### config.mk
export PLATFORM = sky130hd
export DESIGN_NAME = cache_req_arb
export DESIGN_NICKNAME = d
export VERILOG_FILES = /design/src/rtl/cache_req_arb_pkg.sv /design/src/rtl/req_fifo.sv /design/src/rtl/cache_req_arb.sv
export SDC_FILE = /design/constraint.sdc
export NUM_CORES = 1
export LEC_CHECK = 0
export ABC_CLOCK_PERIOD_IN_PS = 6000
export BUFFER_PORTS_ARGS = -buffer_cell sky130_fd_sc_hd__buf_2
export CAP_MARGIN = 30
export CORE_ASPECT_RATIO = 1.75
export CORE_UTILIZATION = 45
export DETAILED_ROUTE_END_ITERATION = 7
export GPL_TIMING_DRIVEN = 0
export MAX_ROUTING_LAYER = met4
export PLACE_DENSITY = 0.66
export SLEW_MARGIN = 20
export SYNTH_ARGS = -nofsm -noshare
export SYNTH_HDL_FRONTEND = slang
export SYNTH_HIERARCHICAL = 1
export SYNTH_SLANG_ARGS = --single-unit
export TNS_END_PERCENT = 10
### constraint.sdc
create_clock -name clk -period 6 [get_ports clk]
set_input_delay 0.9 -clock clk [delete_from_list [all_inputs] [get_ports clk]]
set_output_delay 0.9 -clock clk [all_outputs]
set_load 0.01 [all_outputs]
### src/rtl/cache_req_arb_pkg.sv
// Shared definitions for the two-port cache request arbiter.
// Latency: n/a (types and constants only).
// Backpressure: n/a.
package cache_req_arb_pkg;

  localparam int DEF_ADDR_W = 48;
  localparam int DEF_OP_W   = 8;

  localparam logic [7:0] OP_READ  = 8'h72;
  localparam logic [7:0] OP_WRITE = 8'h77;

  // Request as seen on a requester port at the default widths.
  typedef struct packed {
    logic [DEF_ADDR_W-1:0] addr;
    logic [DEF_OP_W-1:0]   op;
  } req_t;

endpackage

### src/rtl/req_fifo.sv
// Per-port request queue, DEPTH entries of W bits, registered head-of-queue read.
// Latency: an entry pushed at edge E is visible on head_o after E.
// Backpressure: full_o is purely registered; a pop never frees a slot for a same-cycle push.
module req_fifo #(
  parameter int W     = 56,
  parameter int DEPTH = 4
) (
  input  logic         clk,
  input  logic         reset,
  input  logic         push_i,
  input  logic [W-1:0] push_dat_i,
  input  logic         pop_i,
  output logic         full_o,
  output logic         empty_o,
  output logic [W-1:0] head_o
);

  localparam int AW = $clog2(DEPTH);
  localparam int PW = AW + 1;

  logic [PW-1:0] wr_ptr_q, rd_ptr_q;
  logic [W-1:0]  mem_q [DEPTH];

  // Pointers carry one extra wrap bit so full and empty are distinguishable.
  always_ff @(posedge clk) begin
    if (reset) begin
      wr_ptr_q <= '0;
      rd_ptr_q <= '0;
    end else begin
      if (push_i && !full_o) wr_ptr_q <= wr_ptr_q + PW'(1);
      if (pop_i && !empty_o) rd_ptr_q <= rd_ptr_q + PW'(1);
    end
  end

  // Storage is not reset; only entries between the pointers are meaningful.
  always_ff @(posedge clk) begin
    if (push_i && !full_o) mem_q[wr_ptr_q[AW-1:0]] <= push_dat_i;
  end

  assign empty_o = (wr_ptr_q == rd_ptr_q);
  assign full_o  = (wr_ptr_q[PW-1] != rd_ptr_q[PW-1]) &&
                   (wr_ptr_q[AW-1:0] == rd_ptr_q[AW-1:0]);
  assign head_o  = mem_q[rd_ptr_q[AW-1:0]];

endmodule

### src/rtl/cache_req_arb.sv
// Two-port round-robin arbiter feeding one registered request slot toward cache_engine.
// Latency: request accepted at edge E is presented after edge E+1; one request per cycle sustained.
// Backpressure: reqN_ready = queue N not full; cache_ready low freezes the output slot.
module cache_req_arb
  import cache_req_arb_pkg::*;
#(
  parameter int ADDR_W     = 48,
  parameter int OP_W       = 8,
  parameter int FIFO_DEPTH = 4,
  parameter int CNT_W      = 18
) (
  input  logic              clk,
  input  logic              reset,
  input  logic              req0_valid,
  output logic              req0_ready,
  input  logic [ADDR_W-1:0] req0_addr,
  input  logic [OP_W-1:0]   req0_op,
  input  logic              req1_valid,
  output logic              req1_ready,
  input  logic [ADDR_W-1:0] req1_addr,
  input  logic [OP_W-1:0]   req1_op,
  output logic              cache_valid,
  input  logic              cache_ready,
  output logic [ADDR_W-1:0] cache_addr,
  output logic [OP_W-1:0]   cache_op,
  output logic              cache_src,
  output logic [CNT_W-1:0]  grant_cnt0,
  output logic [CNT_W-1:0]  grant_cnt1,
  output logic [CNT_W-1:0]  illegal_cnt
);

  typedef struct packed {
    logic [ADDR_W-1:0] addr;
    logic [OP_W-1:0]   op;
  } port_req_t;

  localparam int RW = $bits(port_req_t);

  function automatic logic op_legal(input logic [OP_W-1:0] op);
    return (op == OP_W'(OP_READ)) || (op == OP_W'(OP_WRITE));
  endfunction

  function automatic logic [CNT_W-1:0] sat_add(input logic [CNT_W-1:0] c,
                                               input logic [1:0] n);
    logic [CNT_W:0] s;
    s = {1'b0, c} + (CNT_W+1)'(n);
    return s[CNT_W] ? '1 : s[CNT_W-1:0];
  endfunction

  // Per-port queues
  logic      full0, empty0, push0, pop0, ill0;
  logic      full1, empty1, push1, pop1, ill1;
  port_req_t wr0, wr1, head0, head1;

  assign req0_ready = ~full0;
  assign req1_ready = ~full1;
  assign wr0        = '{addr: req0_addr, op: req0_op};
  assign wr1        = '{addr: req1_addr, op: req1_op};
  // Illegal ops are counted and dropped; they never occupy a queue slot.
  assign push0      = req0_valid && req0_ready &&  op_legal(req0_op);
  assign ill0       = req0_valid && req0_ready && !op_legal(req0_op);
  assign push1      = req1_valid && req1_ready &&  op_legal(req1_op);
  assign ill1       = req1_valid && req1_ready && !op_legal(req1_op);

  req_fifo #(.W(RW), .DEPTH(FIFO_DEPTH)) u_fifo0 (
    .clk        (clk),
    .reset      (reset),
    .push_i     (push0),
    .push_dat_i (wr0),
    .pop_i      (pop0),
    .full_o     (full0),
    .empty_o    (empty0),
    .head_o     (head0)
  );

  req_fifo #(.W(RW), .DEPTH(FIFO_DEPTH)) u_fifo1 (
    .clk        (clk),
    .reset      (reset),
    .push_i     (push1),
    .push_dat_i (wr1),
    .pop_i      (pop1),
    .full_o     (full1),
    .empty_o    (empty1),
    .head_o     (head1)
  );

  // Output slot and arbitration state
  logic      out_vld_q, out_vld_d;
  port_req_t out_q, out_d;
  logic      out_src_q, out_src_d;
  logic      last_grant_q, last_grant_d;
  logic      load, have, win, consume;

  logic [CNT_W-1:0] grant0_q, grant0_d, grant1_q, grant1_d, ill_q, ill_d;

  // Pick a winner and decide whether the output slot reloads this cycle.
  always_comb begin
    load         = !out_vld_q || cache_ready;
    have         = 1'b0;
    win          = 1'b0;
    out_vld_d    = out_vld_q;
    out_d        = out_q;
    out_src_d    = out_src_q;
    last_grant_d = last_grant_q;
    if (!empty0 && !empty1) begin
      have = 1'b1;
      win  = ~last_grant_q;
    end else if (!empty0) begin
      have = 1'b1;
      win  = 1'b0;
    end else if (!empty1) begin
      have = 1'b1;
      win  = 1'b1;
    end
    pop0 = load && have && !win;
    pop1 = load && have &&  win;
    if (load) begin
      out_vld_d = have;
      if (have) begin
        out_d        = win ? head1 : head0;
        out_src_d    = win;
        last_grant_d = win;
      end
    end
  end

  assign consume = out_vld_q && cache_ready;

  // Saturating statistics updates.
  always_comb begin
    grant0_d = sat_add(grant0_q, {1'b0, consume && !out_src_q});
    grant1_d = sat_add(grant1_q, {1'b0, consume &&  out_src_q});
    ill_d    = sat_add(ill_q, {1'b0, ill0} + {1'b0, ill1});
  end

  // Register slot, arbitration pointer and counters; reset discards anything in flight.
  always_ff @(posedge clk) begin
    if (reset) begin
      out_vld_q    <= 1'b0;
      out_q        <= '0;
      out_src_q    <= 1'b0;
      last_grant_q <= 1'b1;
      grant0_q     <= '0;
      grant1_q     <= '0;
      ill_q        <= '0;
    end else begin
      out_vld_q    <= out_vld_d;
      out_q        <= out_d;
      out_src_q    <= out_src_d;
      last_grant_q <= last_grant_d;
      grant0_q     <= grant0_d;
      grant1_q     <= grant1_d;
      ill_q        <= ill_d;
    end
  end

  assign cache_valid = out_vld_q;
  assign cache_addr  = out_q.addr;
  assign cache_op    = out_q.op;
  assign cache_src   = out_src_q;
  assign grant_cnt0  = grant0_q;
  assign grant_cnt1  = grant1_q;
  assign illegal_cnt = ill_q;

endmodule

==> flow_summary.toml <==
[detailed_routing]
drt_wl_total_um = 52600
drtIter0Drc = 850
drc_errors = 0
drt_pass1_iterations = 6
wire_per_inst_um = 23.5
vias = 12700
antenna_left = 0
viasPerCell = 5.66

[logic_synthesis]
avgSynthCellArea_um2 = 17.9
syn_inst = 1233
synth_most_common_cell = "edfxtp_1"
syn_nets = 1366
async_flop_share_pct = 0
netlist.area_leader.share_pct = 61.1
synth_top_area_cell = "edfxtp_1"
synth_cell_types = 53
synth_edf_count = 448
synthTopCellsByArea = "edfxtp_1 61%, dfxtp_1 12%, mux4_2 11%, a222oi_1 2.5%, nor2_1 1.4%"
ys_seq_area_share_pct = 72.8
synth_area_um2 = 22000
ys_dominant_reg_cell = "edfxtp_1"
yosysWarnings = 6
synth_common_cells = "448 x edfxtp_1, 129 x dfxtp_1, 112 x mux4_2, 82 x nor2_1, 56 x a222oi_1"
ys_ff_latch = 577

[setup_path]
crit_fanout = 10
reg2reg_from = "u_fifo1/wr_ptr_q[0]"
r2r-end = "cache_addr[37]"
crit_type = "flop to flop"
end_kind = "flop"
critPathLaunchType = "flop"
cp.arrival_ns = 4.06
cp.required_ns = 6.50
rrSetupSlack_ns = 2.44
rr_worst_depth = 9

[cts]
cts_buffer_depth = 3
root_buffer = "clkbuf_16"
numCtsBuffers = 50
post-cts-setup-buffers = 0
cts-resized-gates = 0
clkLatencyLatePin_ns = 0.58
cts.sinks = 577
cts_tree = "done"
h-tree-depth = 2
postCtsHoldBufs = 0
clkTransAtPathRegs_ns = 0.07

[timing]
max_freq_mhz = 281
max_slew_margin_pct = 39.3
worst_clock_skew_ns = 0.0212
hold_violations = 0
worst_slack_ns = 2.44
setup_viol_count_final = 0
rsz0062_at_grt = "false"
report.final.slew_viol_count = 0
fin_crit_ns = 3.56
tightest_slew_ns = 0.911
whs_ns = 0.467
tns_ns = 0
final.period_utilization_pct = 59.4

[final_layout]
fill_cells = 3883
fin_nets = 1662
drive_gt1_share_pct = 31.2
fin_util_pct = 54.4
syn2layout_area_growth_pct = 18.7
layout.cells.non_filler = 2236
finalInstanceArea_um2 = 26100

[die]
rows = 106
start_util_pct = 45.8
die_area_um2 = 49800
boundaryPins = 231
dieHeight_um = 295
fp.dieW_um = 169
coreArea_um2 = 48000

[placement]
post_dp_cell_area_um2 = 24300
place.gp.congestion = 0.818
placed_cells = 2123
dp_hpwl_um = 36400
dp_slack_ns = 2.15
io_buffers = 229

[grt]
grt_max_degree = 37
grt_pass1_wl_um = 78000
first_global_vias = 13000
grt.total_usage_pct = 21.8
grt_antenna_before_repair = 18
gr-total-overflow = 0

[status]
status = "completed"

[flow_run]
maxCapViolations = 0

[power]
finalPower_mw = 9.60
p_leak_nw = 8.79
irDropWorstVdd_mv = 0.309
p_per_area_nw_per_um2 = 367

[min_path]
holdCritStartpoint = "last_grant_q"
whs_path_depth = 1
hold_end = "last_grant_q"
min_path_type = "flop to flop"
## critical path, cell delays in order, from the launching register on
cell      delay (ns)
dfxtp_1         0.40
xnor2_1         0.64
nand2_1         0.29
nor2_1          0.26
inv_1           0.08
a221oi_1        0.49
clkbuf_1        0.64
buf_2           0.40
a222oi_1        0.13
nor2_1          0.14
## cell families (layout without fill, tap and decap cells)
kind of cell	Yosys count	after routing	share of synthesized area [%]
AO/OA/AOI/OAI	172	172	5.87
XOR/XNOR	36	36	1.43
adder cells (fa/ha/maj)	16	16	0.944
buffers and inverters	94	432	2.07
flip-flops	577	577	72.8
multiplexers	116	116	11.6
other	0	17	0
AND/OR/NAND/NOR	222	222	5.19
## sequential cells by signal, indices dropped and copies added (netlist names), named ones only
name and cells:
u_fifo0/mem_q 224, u_fifo0/wr_ptr_q 3, cache_op 8, u_fifo0/rd_ptr_q 3, cache_src 1, last_grant_q 1, cache_addr 48, cache_valid 1
u_fifo1/rd_ptr_q 3, grant_cnt0 18, u_fifo1/wr_ptr_q 3, illegal_cnt 18, u_fifo1/mem_q 224, grant_cnt1 18
## routing by layer
layer	track usage (%)	vias to the layer above	wire length [µm]	share of wire, %
met1	23.2	6460	19200	36
met4	9.49	0	1970	3.7
li1	-	5645	-	-
met3	3.73	107	3040	5.8
met5	-	-	0	0
met2	39.6	444	28500	54
## cell type report
class | count | area [µm²] | area share, %
Clock inverter | 31 | 362 | 1.38
Inverter | 29 | 109 | 0.417
Antenna cell | 17 | 42.5 | 0.163
Tap cell | 648 | 811 | 3.10
Timing Repair Buffer | 244 | 1490 | 5.71
Buffer | 65 | 348 | 1.33
Multi-Input combinational cell | 562 | 5570 | 21.3
Clock buffer | 63 | 1360 | 5.21
Sequential cell | 577 | 16000 | 61.4
## how the worst max path moves through the flow
stage                        startpoint              endpoint  slack, ns
floorplan                    req0_op[3]   u_fifo0/mem_q[3][0]       0.74
global placement             req0_op[0]  u_fifo0/mem_q[3][37]      -2.60
detailed placement           req1_op[5]  u_fifo1/mem_q[3][33]       2.15
CTS                 u_fifo0/wr_ptr_q[0]        cache_addr[38]       2.33
global route        u_fifo0/wr_ptr_q[0]        cache_addr[29]       2.13
finish              u_fifo1/wr_ptr_q[0]        cache_addr[37]       2.44
## layout by cell type (no fill, tap or decap), types with 21 or more instances in the layout
cell type	synthesis	final
a222oi_1	56	56
mux4_2	112	112
a21oi_1	42	42
clkbuf_16	0	51
clkbuf_1	33	41
nand2_1	31	31
nand3_1	21	21
xnor2_1	24	24
buf_2	16	245
nor2_1	82	82
inv_1	29	29
dfxtp_1	129	129
edfxtp_1	448	448
## report_power, final
group	switching, mW	internal, mW	leakage (nW)
logic	0.921	0.726	2.89
clock network	1.47	1.89	0.825
registers	0.125	4.47	5.07
total	2.52	7.08	8.79
Power figures use the tool's default switching activity.
